**config.mk**
```make
export PLATFORM = sky130hd
export DESIGN_NAME = alu_seq
export DESIGN_NICKNAME = d
export VERILOG_FILES = /design/src/rtl/alu_seq.sv
export SDC_FILE = /design/constraint.sdc
export NUM_CORES = 1
export LEC_CHECK = 0
export ABC_AREA = 1
export BUFFER_PORTS_ARGS = -buffer_cell sky130_fd_sc_hd__buf_2
export CAP_MARGIN = 20
export CORE_ASPECT_RATIO = 0.5
export CORE_UTILIZATION = 69
export CTS_BUF_LIST = sky130_fd_sc_hd__clkbuf_2 sky130_fd_sc_hd__clkbuf_4 sky130_fd_sc_hd__clkbuf_8
export DETAILED_ROUTE_END_ITERATION = 6
export PLACE_DENSITY = 0.95
export SYNTH_ARGS = -nofsm -noshare
export SYNTH_HDL_FRONTEND = slang
export SYNTH_SLANG_ARGS = --single-unit
```
**constraint.sdc**
```tcl
create_clock -name clk -period 5.6 [get_ports clk]
set_input_delay 0.28 -clock clk [delete_from_list [all_inputs] [get_ports clk]]
set_output_delay 0.28 -clock clk [all_outputs]
set_load 0.005 [all_outputs]
```
**src/rtl/alu_seq.sv**
```systemverilog
`default_nettype none
// ----------------------------------------------------------------------------
// alu_seq : handshaked ALU, single-cycle add/sub/mul/logic plus iterative
//           restoring divider. Optional ALU_SEQ_SAT_EN saturates add/sub. rev 1.0
// ----------------------------------------------------------------------------
module alu_seq #(
  parameter int WIDTH = 8
) (
  input  logic                 clk,
  input  logic                 rst_n,
  input  logic                 in_valid,
  output logic                 in_ready,
  input  logic [WIDTH-1:0]     in1,
  input  logic [WIDTH-1:0]     in2,
  input  logic [3:0]           op,
  output logic                 out_valid,
  input  logic                 out_ready,
  output logic [2*WIDTH-1:0]   out,
  output logic                 zero,
  output logic                 error
);

  localparam logic [3:0] OP_ADD = 4'd0;
  localparam logic [3:0] OP_SUB = 4'd1;
  localparam logic [3:0] OP_MUL = 4'd2;
  localparam logic [3:0] OP_DIV = 4'd3;
  localparam logic [3:0] OP_AND = 4'd4;
  localparam logic [3:0] OP_OR  = 4'd5;
  localparam logic [3:0] OP_XOR = 4'd6;

  localparam int CW = (WIDTH > 2) ? $clog2(WIDTH) : 1;
  localparam logic [CW-1:0] LAST = CW'(WIDTH - 1);

`ifdef ALU_SEQ_SAT_EN
  localparam int EW = 2;
`else
  localparam int EW = 1;
`endif

  typedef enum logic [1:0] {
    IDLE = 2'd0,
    DIV  = 2'd1,
    DONE = 2'd2
  } state_t;

  state_t state, state_nxt;

  logic [2*WIDTH-1:0] ext_a, ext_b, res;
  logic               res_err;
`ifdef ALU_SEQ_SAT_EN
  logic               res_sat;
`endif
  logic               accept, start_div;

  logic [WIDTH-1:0]   rem, quo, dvs;
  logic [CW-1:0]      cnt;
  logic [WIDTH:0]     trial;
  logic [WIDTH-1:0]   diff, rem_nxt, quo_nxt;
  logic               fits;
  logic [EW-1:0]      err_code;

  assign in_ready  = rst_n & ((state == IDLE) | ((state == DONE) & out_ready));
  assign out_valid = (state == DONE);
  assign error     = err_code[EW-1];
  assign accept    = in_valid & in_ready;
  assign start_div = (op == OP_DIV) & (in2 != '0);

  assign ext_a = {{WIDTH{1'b0}}, in1};
  assign ext_b = {{WIDTH{1'b0}}, in2};

  always_comb begin
    res     = '0;
    res_err = 1'b0;
`ifdef ALU_SEQ_SAT_EN
    res_sat = 1'b0;
`endif
    case (op)
      OP_ADD: begin
        res = ext_a + ext_b;
`ifdef ALU_SEQ_SAT_EN
        if (res[WIDTH]) begin
          res     = {{WIDTH{1'b0}}, {WIDTH{1'b1}}};
          res_sat = 1'b1;
        end
`endif
      end
      OP_SUB: begin
`ifdef ALU_SEQ_SAT_EN
        if (in1 < in2) begin
          res_sat = 1'b1;
        end else begin
          res = ext_a - ext_b;
        end
`else
        res = ext_a - ext_b;
`endif
      end
      OP_MUL: res = ext_a * ext_b;
      OP_DIV: res_err = (in2 == '0);
      OP_AND: res = {{WIDTH{1'b0}}, in1 & in2};
      OP_OR:  res = {{WIDTH{1'b0}}, in1 | in2};
      OP_XOR: res = {{WIDTH{1'b0}}, in1 ^ in2};
      default: res_err = 1'b1;
    endcase
  end

  // One restoring step: shift the next dividend bit into the partial remainder.
  // When the trial fits, the true difference is below dvs, so WIDTH bits suffice.
  always_comb begin
    trial   = {rem, quo[WIDTH-1]};
    fits    = (trial >= {1'b0, dvs});
    diff    = trial[WIDTH-1:0] - dvs;
    rem_nxt = fits ? diff : trial[WIDTH-1:0];
    quo_nxt = {quo[WIDTH-2:0], fits};
  end

  always_ff @(posedge clk or negedge rst_n) begin
    if (!rst_n) state <= IDLE;
    else        state <= state_nxt;
  end

  always_comb begin
    state_nxt = state;
    case (state)
      IDLE: if (accept) state_nxt = start_div ? DIV : DONE;
      DIV:  if (cnt == LAST) state_nxt = DONE;
      DONE: begin
        if (out_ready) begin
          if (accept) state_nxt = start_div ? DIV : DONE;
          else        state_nxt = IDLE;
        end
      end
      default: state_nxt = IDLE;
    endcase
  end

  always_ff @(posedge clk or negedge rst_n) begin
    if (!rst_n) begin
      out      <= '0;
      zero     <= 1'b0;
      err_code <= '0;
      rem      <= '0;
      quo      <= '0;
      dvs      <= '0;
      cnt      <= '0;
    end else if (accept) begin
      if (start_div) begin
        rem <= '0;
        quo <= in1;
        dvs <= in2;
        cnt <= '0;
      end else begin
        out  <= res;
        zero <= (res == '0) & !res_err;
`ifdef ALU_SEQ_SAT_EN
        err_code <= {res_err, res_sat};
`else
        err_code <= res_err;
`endif
      end
    end else if (state == DIV) begin
      rem <= rem_nxt;
      quo <= quo_nxt;
      cnt <= cnt + 1'b1;
      if (cnt == LAST) begin
        out      <= {rem_nxt, quo_nxt};
        zero     <= ({rem_nxt, quo_nxt} == '0);
        err_code <= '0;
      end
    end
  end

endmodule
`default_nettype wire

```
==> Word level (Yosys, flattened, before mapping) <==
Cells that the tools add are included.
{ "word_totals": {"register_bits": 47, "in_bits": 24, "out_inout_bits": 20, "elab_cells": 81} }
{ "classes": {"addsub": 4, "n_mul": 1, "magnitude_cmp": 1, "eq_ne": 14, "n_mux": 30, "bitwise_logic": 9, "reduce_logical": 14} }
{ "ops": {"columns": ["op", "n"], "rows": [
  ["$pmux 16 s6", 1],
  ["$mux 16", 4],
  ["$mux 8", 7],
  ["$logic_not 16->1", 2],
  ["$mul 8x8->16", 1],
  ["$eq 4x3->1 const B", 3],
  ["$mux 2", 5],
  ["$add 8x8->9", 1],
  ["$ge 9x8->1", 1],
  ["$mux 3", 3],
  ["$sub 8x8->9", 1],
  ["$and 8x8->8", 1],
  ["$eq 4x2->1 const B", 2],
  ["$logic_not 8->1", 1],
  ["$mux 1", 8],
  ["$or 8x8->8", 1],
  ["$reduce_bool 8->1", 1],
  ["$sub 8x8->8", 1],
  ["$xor 8x8->8", 1],
  ["$ne 2x2->1 const B", 3],
  ["$pmux 2 s3", 1],
  ["$reduce_and 3->1", 2],
  ["$reduce_or 6->1", 1],
  ["$and 1x1->1", 5],
  ["other kinds (13)", 16]
]} }

==> Longest topological paths before layout <==
Gate-level depths: netlist (run 1).
{ "logic_depth": {"ltp_word": 8, "depth_mapped": 26, "depth_no_buf": 25} }

==> Least setup slack after synthesis (run 1) <==
OpenSTA, ideal clock, no wires.
{ "synth_path": {"path_type": "input port to flip-flop", "startpoint": "in in1[0]", "endpoint": "reg zero", "setup_ns": 0.073, "arrival_time_ns": 4.130, "required_ns": 5.527, "path_slack_ns": 1.397, "path_stages": 21, "path_buffers": 1, "path_cell_list": "clkbuf_1 nand2_1 fa_1 fa_1 inv_1 fa_1 inv_1 fa_1 inv_1 ha_1 nand2_1 nand2_1 a21oi_1 nand2_1 a21oi_1 nand2_1 nand3_1 nand3_1 nor2_1 nand2_1 a21oi_2"} }
{ "synth_via": {"elab_chain_cells": 6, "word_cells_on_any_way": 11, "cone_classes": "add/sub (2); mul (1); mux (3); bitwise (4); reduce/logical (1)"} }
{ "synth_lines": {"columns": ["element", "line_no", "rtl"], "rows": [
  ["from (decl)", "13", "input logic [WIDTH-1:0] in1,"],
  ["$mul 8x8->16, or another cell as far along", "98", "OP_MUL: res = ext_a * ext_b;"],
  ["$pmux 16 s6 (*)", "77", "case (op)"],
  ["$logic_not 16->1 (*)", "154", "zero <= (res == '0) & !res_err;"],
  ["$and 1x1->1 (*)", "154", null],
  ["$mux 1 (*)", "147", "if (start_div) begin"],
  ["$mux 1 (*)", "146", "end else if (accept) begin"],
  ["to (signal assigned)", "154", null],
  ["to (signal assigned)", "167", "zero <= ({rem_nxt, quo_nxt} == '0);"],
  ["to (decl)", "19", "output logic zero,"]
]} }
Every way passes the cells marked *; elsewhere a longest branch is shown, timed or not. The select of a mux whose other input is x is not followed.
A chain may end at the register's enable or synchronous reset.

==> Worst setup path in the final report (run 1) <==
{ "layout_path": {"startpoint": "in in1[1]", "endpoint": "reg zero"} }
Same word-level chain as after synthesis.

==> impl_metrics.env, run 1 <==
export IMPL_synth_compound_area_share_pct=9.05
export IMPL_crit_type="in -> reg"
export IMPL_syn_nets=1076
export IMPL_cts_tree="built"
export IMPL_synth_mux_area_share_pct=0
export IMPL_synth_top_family_by_area="simple AND/OR/NAND/NOR gates"
export IMPL_slew_headroom_pct=49.1
export IMPL_hpwl_mm=13.7
export IMPL_p_sw_mw=1.19
export IMPL_vias=6238
export IMPL_drt_iter0_markers=723
export IMPL_syn_avg_cell_area_sq_um=6.64
export IMPL_ys_warn_count=0
export IMPL_arrival_ns=4.55
export IMPL_max_stage_delay_ns=0.56
export IMPL_hp_class="in -> async"
export IMPL_syn_cell_area_sq_um=6260
export IMPL_drc=0
export IMPL_leakage_nw=3.93
export IMPL_crit_chain="buf_2, nand2_1, fa_1, fa_1, inv_1, fa_1, inv_1, fa_1, inv_1, ha_1, nand2_1, nand2_1, a21oi_1, nand3_1, nand3_1, nand2_1, inv_1, nand2_1, nor2_1, nand2_1, nor2_1, nand2_1, a21oi_2"
export IMPL_htreeDepth=2
export IMPL_finalSetupTns_ns=0
export IMPL_worstMarginPinSlew_ns=0.764
export IMPL_start_util_pct=71.4
export IMPL_nets=1095
export IMPL_antenna_found_initial=0
export IMPL_cts_buffers=5
export IMPL_worst_path_max_delay_cell="fa_1"
export IMPL_clock_sinks=47
export IMPL_synth_edff_count=0
export IMPL_grt_start_max_net_pins=49
export IMPL_drv_slew=0
export IMPL_ctsResizeCount=0
export IMPL_p_int_mw=1.11
export IMPL_synthArstFlopShare_pct=100
export IMPL_dp_cells=1072
export IMPL_synthDistinctLibCells=42
export IMPL_startpoint_type="primary input"
export IMPL_drive_above_1_share_pct=7.17
export IMPL_cp_top_family="adder cells"
export IMPL_grt_pass1_wl_mm=27.8
export IMPL_stdcell_area_sq_um=6570
export IMPL_track_usage_pct=37.7
export IMPL_finalClockSkew_ns=0.0145
export IMPL_die_y_microns=69.4
export IMPL_die_w_microns=137
export IMPL_pwr_density_cell_nw_per_um2=350
export IMPL_postSynthCellCount=943
export IMPL_ios=44
export IMPL_vias_per_cell=5.78
export IMPL_rows=24
export IMPL_io_buffers=43
export IMPL_fin_crit_sh_pct=77.0
export IMPL_synthXorXnorAreaFrac_pct=0.979
export IMPL_hold_violations=0
export IMPL_max_cap_violations=0
export IMPL_globalplace_congestion=1.02
export IMPL_wl_per_cell_microns=15.7
export IMPL_drtAntennaViolNets=0
export IMPL_nFillCells=706
export IMPL_fmax_mhz=232
export IMPL_status="complete, no violations"
export IMPL_grt_pass1_vias=5923
export IMPL_wl_mm=17.0
export IMPL_setup_violations=0
export IMPL_crit_path_end_kind="flip-flop"
export IMPL_ctsRootBufferMaster="clkbuf_8"
export IMPL_comb_power_share_pct=66.2
export IMPL_finalCriticalPeriod_ns=4.31
export IMPL_postCtsSetupRepairBufs=0
export IMPL_clock_path_buffers=2
export IMPL_pwr_share_clk_pct=9.3
export IMPL_synth_ff_type="dfrtp_1"
export IMPL_overflow=0
export IMPL_whs_ns=0.0569
export IMPL_rsz0062_at_grt="no"
export IMPL_die_area_sq_um=9490
export IMPL_placed_area_sq_um=6470
export IMPL_synth_seq_cells=47
export IMPL_synth_yosys_seq_area_share_pct=18.8
export IMPL_final_cells=1080
export IMPL_p_sw_share_pct=51.6
export IMPL_clkSlewWorstSetupHoldPaths_ns=0.09
export IMPL_clock_latency_ns=0.31
export IMPL_antenna_cells=0
export IMPL_seqPwrFrac_pct=24.5
export IMPL_irDropWorstVdd_v=0.000319
export IMPL_worstPathMaxFanout=12
export IMPL_path_buf_inv=5
export IMPL_crit_top_cell="nand2_1"
export IMPL_synth_simple_area_share_pct=30.1
export IMPL_core_area_sq_um=8770
export IMPL_postCtsHoldBufs=0
export IMPL_finalPower_mw=2.30
export IMPL_area_growth_syn_to_layout_pct=4.83
export IMPL_worstPathRequired_ns=5.84
export IMPL_drt_pass1_iterations=5
export IMPL_synth_adder_area_share_pct=26.4
-- worst paths after layout --
path                           start  slack [ns]  cells past startpoint  endpoint
max                           in1[1]        1.29                     23      zero
min                            rst_n        0.06                      2    rem[4]
max reg2reg                 state[0]        2.70                      9    out[8]
min reg2reg                   cnt[0]        0.49                      1    cnt[0]
max in group asynchronous      rst_n        5.13                      2    rem[0]
min in group clk           out_ready        0.25                      4  state[1]
-- final cells by class --
cell class	count	area (sq um)	area share (%)
Clock buffer	5	68.8	1.05
Multi-Input combinational cell	665	4170	63.5
Sequential cell	47	1180	17.9
Tap cell	117	146	2.23
Clock inverter	3	25.0	0.381
Inverter	197	742	11.3
Timing Repair Buffer	46	238	3.62
-- layout by cell type (no fill, tap or decap), drive strengths merged, types with 29 or more instances in the layout --
cell type	n
a21oi	29
buf	46
dfrtp	47
fa	39
ha	70
inv	197
nand2	264
nand3	81
nor2	81
o21ai	43
-- cells in the mapped netlist, types with 2 or more instances --
cell type	n	share of area [%]
a22o_1	2	0.28
nand2_1	261	16
a21boi_0	2	0.24
nor2_2	2	0.20
o21ai_0	36	2.9
o21bai_1	2	0.24
xor2_1	3	0.42
nand2_2	2	0.20
dfrtp_1	47	19
buf_2	17	1.4
and2_1	2	0.20
nand4_1	8	0.80
buf_6	3	0.54
inv_1	193	12
xnor2_1	4	0.56
nor2_1	78	4.7
inv_2	3	0.18
o21ai_2	2	0.28
nor3_1	4	0.32
fa_1	39	12
o211ai_1	2	0.24
nand3b_1	6	0.72
nand3_1	80	6.4
o22ai_1	2	0.20
a31oi_1	14	1.4
a21oi_1	28	2.2
ha_1	70	14
clkbuf_1	13	0.78
o21ai_1	5	0.40
-- state kept, by name, summed over array words and instances (netlist names) --
name and cells:
cnt 3, dvs 8, error 1, out 16, quo 8, rem 8
state 2, zero 1
-- logic make-up (layout without fill, tap and decap cells) --
| family | count (synthesis) | count (layout) |
|---|---|---|
| adders and majority gates | 109 | 109 |
| xor gates and xnor gates | 7 | 7 |
| DFF | 47 | 47 |
| AOI/OAI and AO/OA | 100 | 100 |
| and+or+nand+nor | 449 | 449 |
| buffers and inverters | 231 | 251 |
-- through the flow --
step,worst slack [ns],util (%)
final,1.29,74.9
after global routing,1.00,74.9
after detailed placement,1.03,73.8
after CTS,1.35,74.9
after global placement,1.17,73.8
after floorplan,1.40,-
-- power groups by stage --
stage / combinational, mW / sequential [mW] / clock [mW]
2_1_floorplan: 1.12 / 0.545 / 0
3_3_place_gp: 1.43 / 0.559 / 0
3_5_place_dp: 1.48 / 0.565 / 0
4_1_cts: 1.49 / 0.559 / 0.213
5_1_grt: 1.72 / 0.575 / 0.228
6_report: 1.52 / 0.562 / 0.213
-- layer usage --
layer / global-route usage [%] / share of wire, % / vias up
met5: 0 / 0 / -
met4: 12.0 / 2.7 / 0
met3: 5.12 / 10 / 49
met2: 59.7 / 45 / 334
met1: 53.6 / 42 / 2905
li1: - / - / 2950
No activity file was read; power rests on OpenSTA's default activity.
==> run 2, diff against run 1 <==
==> config.mk (replaced) <==
export PLATFORM = sky130hd
export DESIGN_NAME = alu_seq
export DESIGN_NICKNAME = d
export VERILOG_FILES = /design/src/rtl/alu_seq.sv
export SDC_FILE = /design/constraint.sdc
export NUM_CORES = 1
export LEC_CHECK = 0
export ABC_AREA = 0
export BUFFER_PORTS_ARGS = -buffer_cell sky130_fd_sc_hd__buf_2
export CAP_MARGIN = 20
export CORE_ASPECT_RATIO = 0.5
export CORE_UTILIZATION = 58
export CTS_BUF_LIST = sky130_fd_sc_hd__clkbuf_2 sky130_fd_sc_hd__clkbuf_4 sky130_fd_sc_hd__clkbuf_8
export DETAILED_ROUTE_END_ITERATION = 6
export PLACE_DENSITY = 0.89
export SYNTH_ARGS = -nofsm -noshare
export SYNTH_HDL_FRONTEND = slang
export SYNTH_SLANG_ARGS = --single-unit
==> constraint.sdc (replaced) <==
create_clock -name clk -period 3.9 [get_ports clk]
set_input_delay 0.195 -clock clk [delete_from_list [all_inputs] [get_ports clk]]
set_output_delay 0.195 -clock clk [all_outputs]
set_load 0.005 [all_outputs]
==> impl_metrics.env, run 2 <==
export IMPL_synth_seq_cells=47
export IMPL_nets=943
export IMPL_slew_headroom_pct=41.7
export IMPL_clkSlewWorstSetupHoldPaths_ns=0.09
export IMPL_status="finished, violations left"
export IMPL_multiInputGateArea_sq_um=4600
export IMPL_grt_pass1_wl_mm=28.7
export IMPL_hp_class="in -> reg"
export IMPL_grt_pass1_vias=5721
export IMPL_finalPower_mw=3.78
export IMPL_drtAntennaViolNets=0
export IMPL_ios=44
export IMPL_startpoint_type="primary input"
export IMPL_drive_above_1_share_pct=30.7
export IMPL_final_cells=946
export IMPL_synth_ff_type="dfrtp_1"
export IMPL_r2r_setup_slack_ns=0.87
export IMPL_finalCriticalPeriod_ns=4.21
export IMPL_synth_largest_area_cell="dfrtp_1"
export IMPL_pwr_density_cell_nw_per_um2=514
export IMPL_regArea_sq_um=1180
export IMPL_irDropWorstVdd_v=0.000441
export IMPL_core_area_sq_um=9670
export IMPL_drt_pass1_iterations=6
export IMPL_drv_slew=0
export IMPL_clock_path_buffers=2
export IMPL_clock_latency_ns=0.31
export IMPL_cts_tree="built"
export IMPL_io_buffers=43
export IMPL_top_register="out"
export IMPL_htreeDepth=2
export IMPL_syn_cell_area_sq_um=5920
export IMPL_utilization_pct=76.2
export IMPL_antenna_cells=0
export IMPL_cts_buffers=5
export IMPL_globalplace_congestion=0.958
export IMPL_nFillCells=615
export IMPL_max_cap_violations=0
export IMPL_whs_ns=0.0701
export IMPL_crit_path_end_kind="flip-flop"
export IMPL_worstMarginPinSlew_ns=0.875
export IMPL_worstPathMaxFanout=4
export IMPL_yosys_top_cells_area="dfrtp_1 (20%), ha_1 (15%), fa_1 (13%)"
export IMPL_vias=5869
export IMPL_drt_iter0_markers=557
export IMPL_placed_area_sq_um=6850
export IMPL_place_ws_ns=-0.747
export IMPL_clock_sinks=47
export IMPL_start_util_pct=61.3
export IMPL_drc=0
export IMPL_dp_cells=927
export IMPL_stdcell_area_sq_um=7360
export IMPL_synthDistinctLibCells=83
export IMPL_synth_yosys_seq_area_share_pct=19.9
export IMPL_postSynthCellCount=697
export IMPL_synth_most_common_cell="nor2_1"
export IMPL_layout_common_cells="buf_4 (92), inv_1 (67), nor2_1 (64)"
export IMPL_rows=25
export IMPL_wl_per_cell_microns=19.3
export IMPL_synthArstFlopShare_pct=100
export IMPL_area_growth_syn_to_layout_pct=24.3
export IMPL_die_y_microns=73.4
export IMPL_fmax_mhz=237
export IMPL_ctsRootBufferMaster="clkbuf_8"
export IMPL_largest_reg_flops=16
export IMPL_track_usage_pct=35.6
export IMPL_grt_start_max_net_pins=35
export IMPL_wl_mm=18.3
export IMPL_worstPathRequired_ns=4.15
export IMPL_arrival_ns=4.46
export IMPL_leakage_nw=3.54
export IMPL_mostFrequentLayoutCell="buf_4"
export IMPL_syn_nets=830
export IMPL_die_w_microns=145
export IMPL_failed_checks="setup timing"
export IMPL_finalSetupTns_ns=-1.49
export IMPL_setup_violations=9
export IMPL_synth_common_cells="nor2_1 (84), inv_1 (83), ha_1 (70)"
export IMPL_vias_per_cell=6.20
export IMPL_crit_type="in -> reg"
export IMPL_die_area_sq_um=10600
export IMPL_syn_avg_cell_area_sq_um=8.49
export IMPL_rsz0062_at_grt="yes"
export IMPL_hold_violations=0
export IMPL_hpwl_mm=14.1
export IMPL_finalClockSkew_ns=0.0100
export IMPL_setup_slack_ns=-0.311
export IMPL_overflow=0
export IMPL_fin_crit_sh_pct=108
export IMPL_antenna_found_initial=1
export IMPL_synth_edff_count=0
export IMPL_yosysTopAreaCellShare_pct=19.9
export IMPL_ys_warn_count=0
-- run 2: changes by cell type after synthesis, sizes merged, moves of 8 or more --
cell    change
nor4        +8
a21oi       +8
mux2i      +16
a211oi     +13
inv       -114
buf         -9
o21ai       +8
a21o       +16
nor2b       +8
nand2     -199
nand3      -68
-- run 2: cell families (layout without fill, tap and decap cells) --
family,Yosys count,in the layout,synth area share [%]
AO/OA/AOI/OAI,178,178,20.5
multiplexers,21,21,3.85
AND/OR/NAND/NOR,217,217,17.6
XOR/XNOR,11,11,1.63
buffers and inverters,114,228,8.58
flip-flops,47,47,19.9
adder cells (fa/ha/maj),109,109,28.0
-- run 2: worst max-delay path: stages --
cell and delay, ns:
buf_6 0.08, clkinvlp_4 0.18, nor2_4 0.13, fa_1 0.46, fa_1 0.52, fa_1 0.55, inv_2 0.05, fa_1 0.50
inv_2 0.05, ha_4 0.28, o21ai_2 0.06, nor2_2 0.16, a41oi_2 0.20, a21oi_2 0.23, mux2i_1 0.23, buf_4 0.18
nand3_4 0.07, nor4_4 0.16, a31o_1 0.18
-- run 2: layout make-up --
class / count / area share (%)
multi-input combinational: 536 / 62.5
sequential: 47 / 16.0
timing repair buffer: 132 / 12.9
inverter: 88 / 5.15
tap: 135 / 2.29
clock buffer: 5 / 0.935
clock inverter: 3 / 0.323
-- run 2: what timing repair did --
action / 4_1_cts / 5_1_grt
setup buffers: 7 / 3
setup endpoints to repair: 12 / 12
hold buffers: 1 / 0
pin swaps: 42 / 37
gates resized for setup: 53 / 37
endpoints found under the hold margin: 13 / 0
-- run 2: where the power goes --
group          leakage (nW)  switching (mW)  total (mW)  internal (mW)
Clock                0.0408           0.180       0.309          0.128
Combinational          2.90            1.48        2.66           1.17
Sequential            0.598           0.155       0.818          0.663
Total                  3.54            1.82        3.78           1.96
-- run 2: layer usage --
layer	vias to the layer above	global-route usage [%]	share of wire (%)
met3	75	5.87	9.6
met2	356	60.9	47
met4	2	12.4	3.3
met5	-	0	0.066
met1	2799	46.2	40
li1	2637	-	-
-- run 2: worst paths after layout --
check,startpoint,to,cells past startpoint
setup reg to reg,rem[3],out[13],10
max in group asynchronous,rst_n,quo[2],3
min in group asynchronous,rst_n,out[14],2
hold / removal,out_ready,state[1],2
setup / recovery,in1[6],zero,19
hold reg to reg,out[7],out[7],2
==> run 3, diff against run 2 <==
--- a/config.mk
+++ b/config.mk
@@ -9,10 +9,11 @@
 export BUFFER_PORTS_ARGS = -buffer_cell sky130_fd_sc_hd__buf_2
 export CAP_MARGIN = 20
 export CORE_ASPECT_RATIO = 0.5
-export CORE_UTILIZATION = 58
+export CORE_UTILIZATION = 64
 export CTS_BUF_LIST = sky130_fd_sc_hd__clkbuf_2 sky130_fd_sc_hd__clkbuf_4 sky130_fd_sc_hd__clkbuf_8
 export DETAILED_ROUTE_END_ITERATION = 6
-export PLACE_DENSITY = 0.89
+export PLACE_DENSITY = 0.93
+export REMOVE_ABC_BUFFERS = 1
 export SYNTH_ARGS = -nofsm -noshare
 export SYNTH_HDL_FRONTEND = slang
 export SYNTH_SLANG_ARGS = --single-unit
==> constraint.sdc (replaced) <==
create_clock -name clk -period 4.5 [get_ports clk]
set_input_delay 0.225 -clock clk [delete_from_list [all_inputs] [get_ports clk]]
set_output_delay 0.225 -clock clk [all_outputs]
set_load 0.005 [all_outputs]
==> impl_metrics.env, run 3 (synthesis results as in run 2) <==
export IMPL_antenna_cells=0
export IMPL_wl_mm=18.1
export IMPL_globalplace_congestion=1.07
export IMPL_core_area_sq_um=8830
export IMPL_wl_per_cell_microns=19.9
export IMPL_finalPower_mw=2.98
export IMPL_worst_path_max_delay_cell="fa_1"
export IMPL_pwr_density_cell_nw_per_um2=439
export IMPL_max_stage_delay_ns=0.57
export IMPL_fmax_mhz=221
export IMPL_wl_met1_mm=7.10
export IMPL_area_growth_syn_to_layout_pct=14.9
export IMPL_clkSlewWorstSetupHoldPaths_ns=0.09
export IMPL_ctsRootBufferMaster="clkbuf_8"
export IMPL_max_cap_violations=0
export IMPL_path_buf_inv=4
export IMPL_drtAntennaViolNets=0
export IMPL_cts_buffers=5
export IMPL_crit_type="in -> reg"
export IMPL_fin_crit_sh_pct=101
export IMPL_drt_iter0_markers=737
export IMPL_worstPathRequired_ns=4.67
export IMPL_drv_slew=0
export IMPL_die_w_microns=138
export IMPL_crit_path_end_kind="flip-flop"
export IMPL_die_area_sq_um=9660
export IMPL_nets=925
export IMPL_leakage_nw=3.43
export IMPL_ios=44
export IMPL_slew_headroom_pct=36.3
export IMPL_placed_area_sq_um=6620
export IMPL_hp_class="in -> reg"
export IMPL_drive_above_1_share_pct=21.2
export IMPL_worstMarginPinSlew_ns=0.942
export IMPL_overflow=0
export IMPL_vias=6000
export IMPL_clock_sinks=47
export IMPL_start_util_pct=67.1
export IMPL_failed_checks="setup timing"
export IMPL_track_usage_pct=38.2
export IMPL_htreeDepth=2
export IMPL_crit_chain="buf_2, clkinvlp_4, nor2_1, fa_1, fa_1, inv_1, fa_1, fa_1, inv_1, ha_1, o21ai_0, o21ai_2, a41oi_2, a21oi_2, mux2i_1, nand3_1, o21ai_0, a31oi_1"
export IMPL_rsz0062_at_grt="yes"
export IMPL_dp_cells=900
export IMPL_finalCriticalPeriod_ns=4.53
export IMPL_antenna_found_initial=0
export IMPL_finalSetupTns_ns=-0.0458
export IMPL_largest_reg_flops=16
export IMPL_rows=24
export IMPL_arrival_ns=4.71
export IMPL_drc=0
export IMPL_wl_met2_mm=8.17
export IMPL_hpwl_mm=14.1
export IMPL_drt_pass1_iterations=6
export IMPL_stdcell_area_sq_um=6800
export IMPL_worstPathMaxFanout=6
export IMPL_grt_pass1_vias=5957
export IMPL_irDropWorstVdd_v=0.000544
export IMPL_wl_met3_mm=1.90
export IMPL_hold_violations=0
export IMPL_startpoint_type="primary input"
export IMPL_cp_top_family="adder cells"
export IMPL_status="finished, violations left"
export IMPL_clock_path_buffers=2
export IMPL_clock_latency_ns=0.31
export IMPL_vias_per_cell=6.59
export IMPL_top_register="out"
export IMPL_crit_top_cell="fa_1"
export IMPL_finalClockSkew_ns=0.00898
export IMPL_die_y_microns=70.0
export IMPL_utilization_pct=77.0
export IMPL_grt_start_max_net_pins=39
export IMPL_cts_tree="built"
export IMPL_setup_violations=2
export IMPL_grt_pass1_wl_mm=29.2
export IMPL_io_buffers=43
export IMPL_setup_slack_ns=-0.0342
export IMPL_highest_layer="met4"
export IMPL_final_cells=910
export IMPL_layout_common_cells="inv_1 (80), nor2_1 (80), buf_4 (70)"
-- run 3: cell type report --
cell class,count,area (sq um)
clock inverter,2,16.3
fill,535,2030
tap,117,146
clock buffer,6,82.6
timing repair buffer,114,751
multi-input combinational,536,4290
inverter,88,342
sequential,47,1180
-- run 3: timing repair --
item	4_1_cts	5_1_grt
hold endpoints to repair	9	0
hold buffers	1	0
buffers inserted	0	1
resized for setup	1	25
endpoints found under the setup margin	2	7
pin swaps	0	5
gates cloned	0	0
-- run 3: where the power goes --
| group | leakage (nW) | internal (mW) | switching (mW) | total, mW |
|---|---|---|---|---|
| sequential | 0.598 | 0.575 | 0.130 | 0.705 |
| clock | 0.0474 | 0.126 | 0.150 | 0.275 |
| combinational | 2.79 | 0.858 | 1.15 | 2.00 |
-- run 3: routing by layer --
metal / GRT usage [%] / vias to the layer above
met3: 6.79 / 112
met2: 61.3 / 456
met1: 49.3 / 2842
met5: 0 / -
li1: - / 2590
met4: 21.7 / 0
-- run 3: path summary, 6_finish.rpt --
kind / start / endpoint / slack [ns] / cells past startpoint
max: in2[4] / out[14] / -0.03 / 18
min: out_ready / state[1] / 0.11 / 2
max reg2reg: state[1] / zero / 1.51 / 8
min reg2reg: out[3] / out[3] / 0.48 / 1
max in group asynchronous: rst_n / error / 3.42 / 3
min in group asynchronous: rst_n / cnt[1] / 0.32 / 2
-- run 3: stage by stage --
step,hold slack (ns),setup WS [ns]
5_1_grt,0.123,-0.170
3_3_place_gp,0.113,-0.0999
2_1_floorplan,-0.0706,0.319
3_5_place_dp,0.123,-0.379
6_report,0.114,-0.0342
4_1_cts,0.113,0.0234
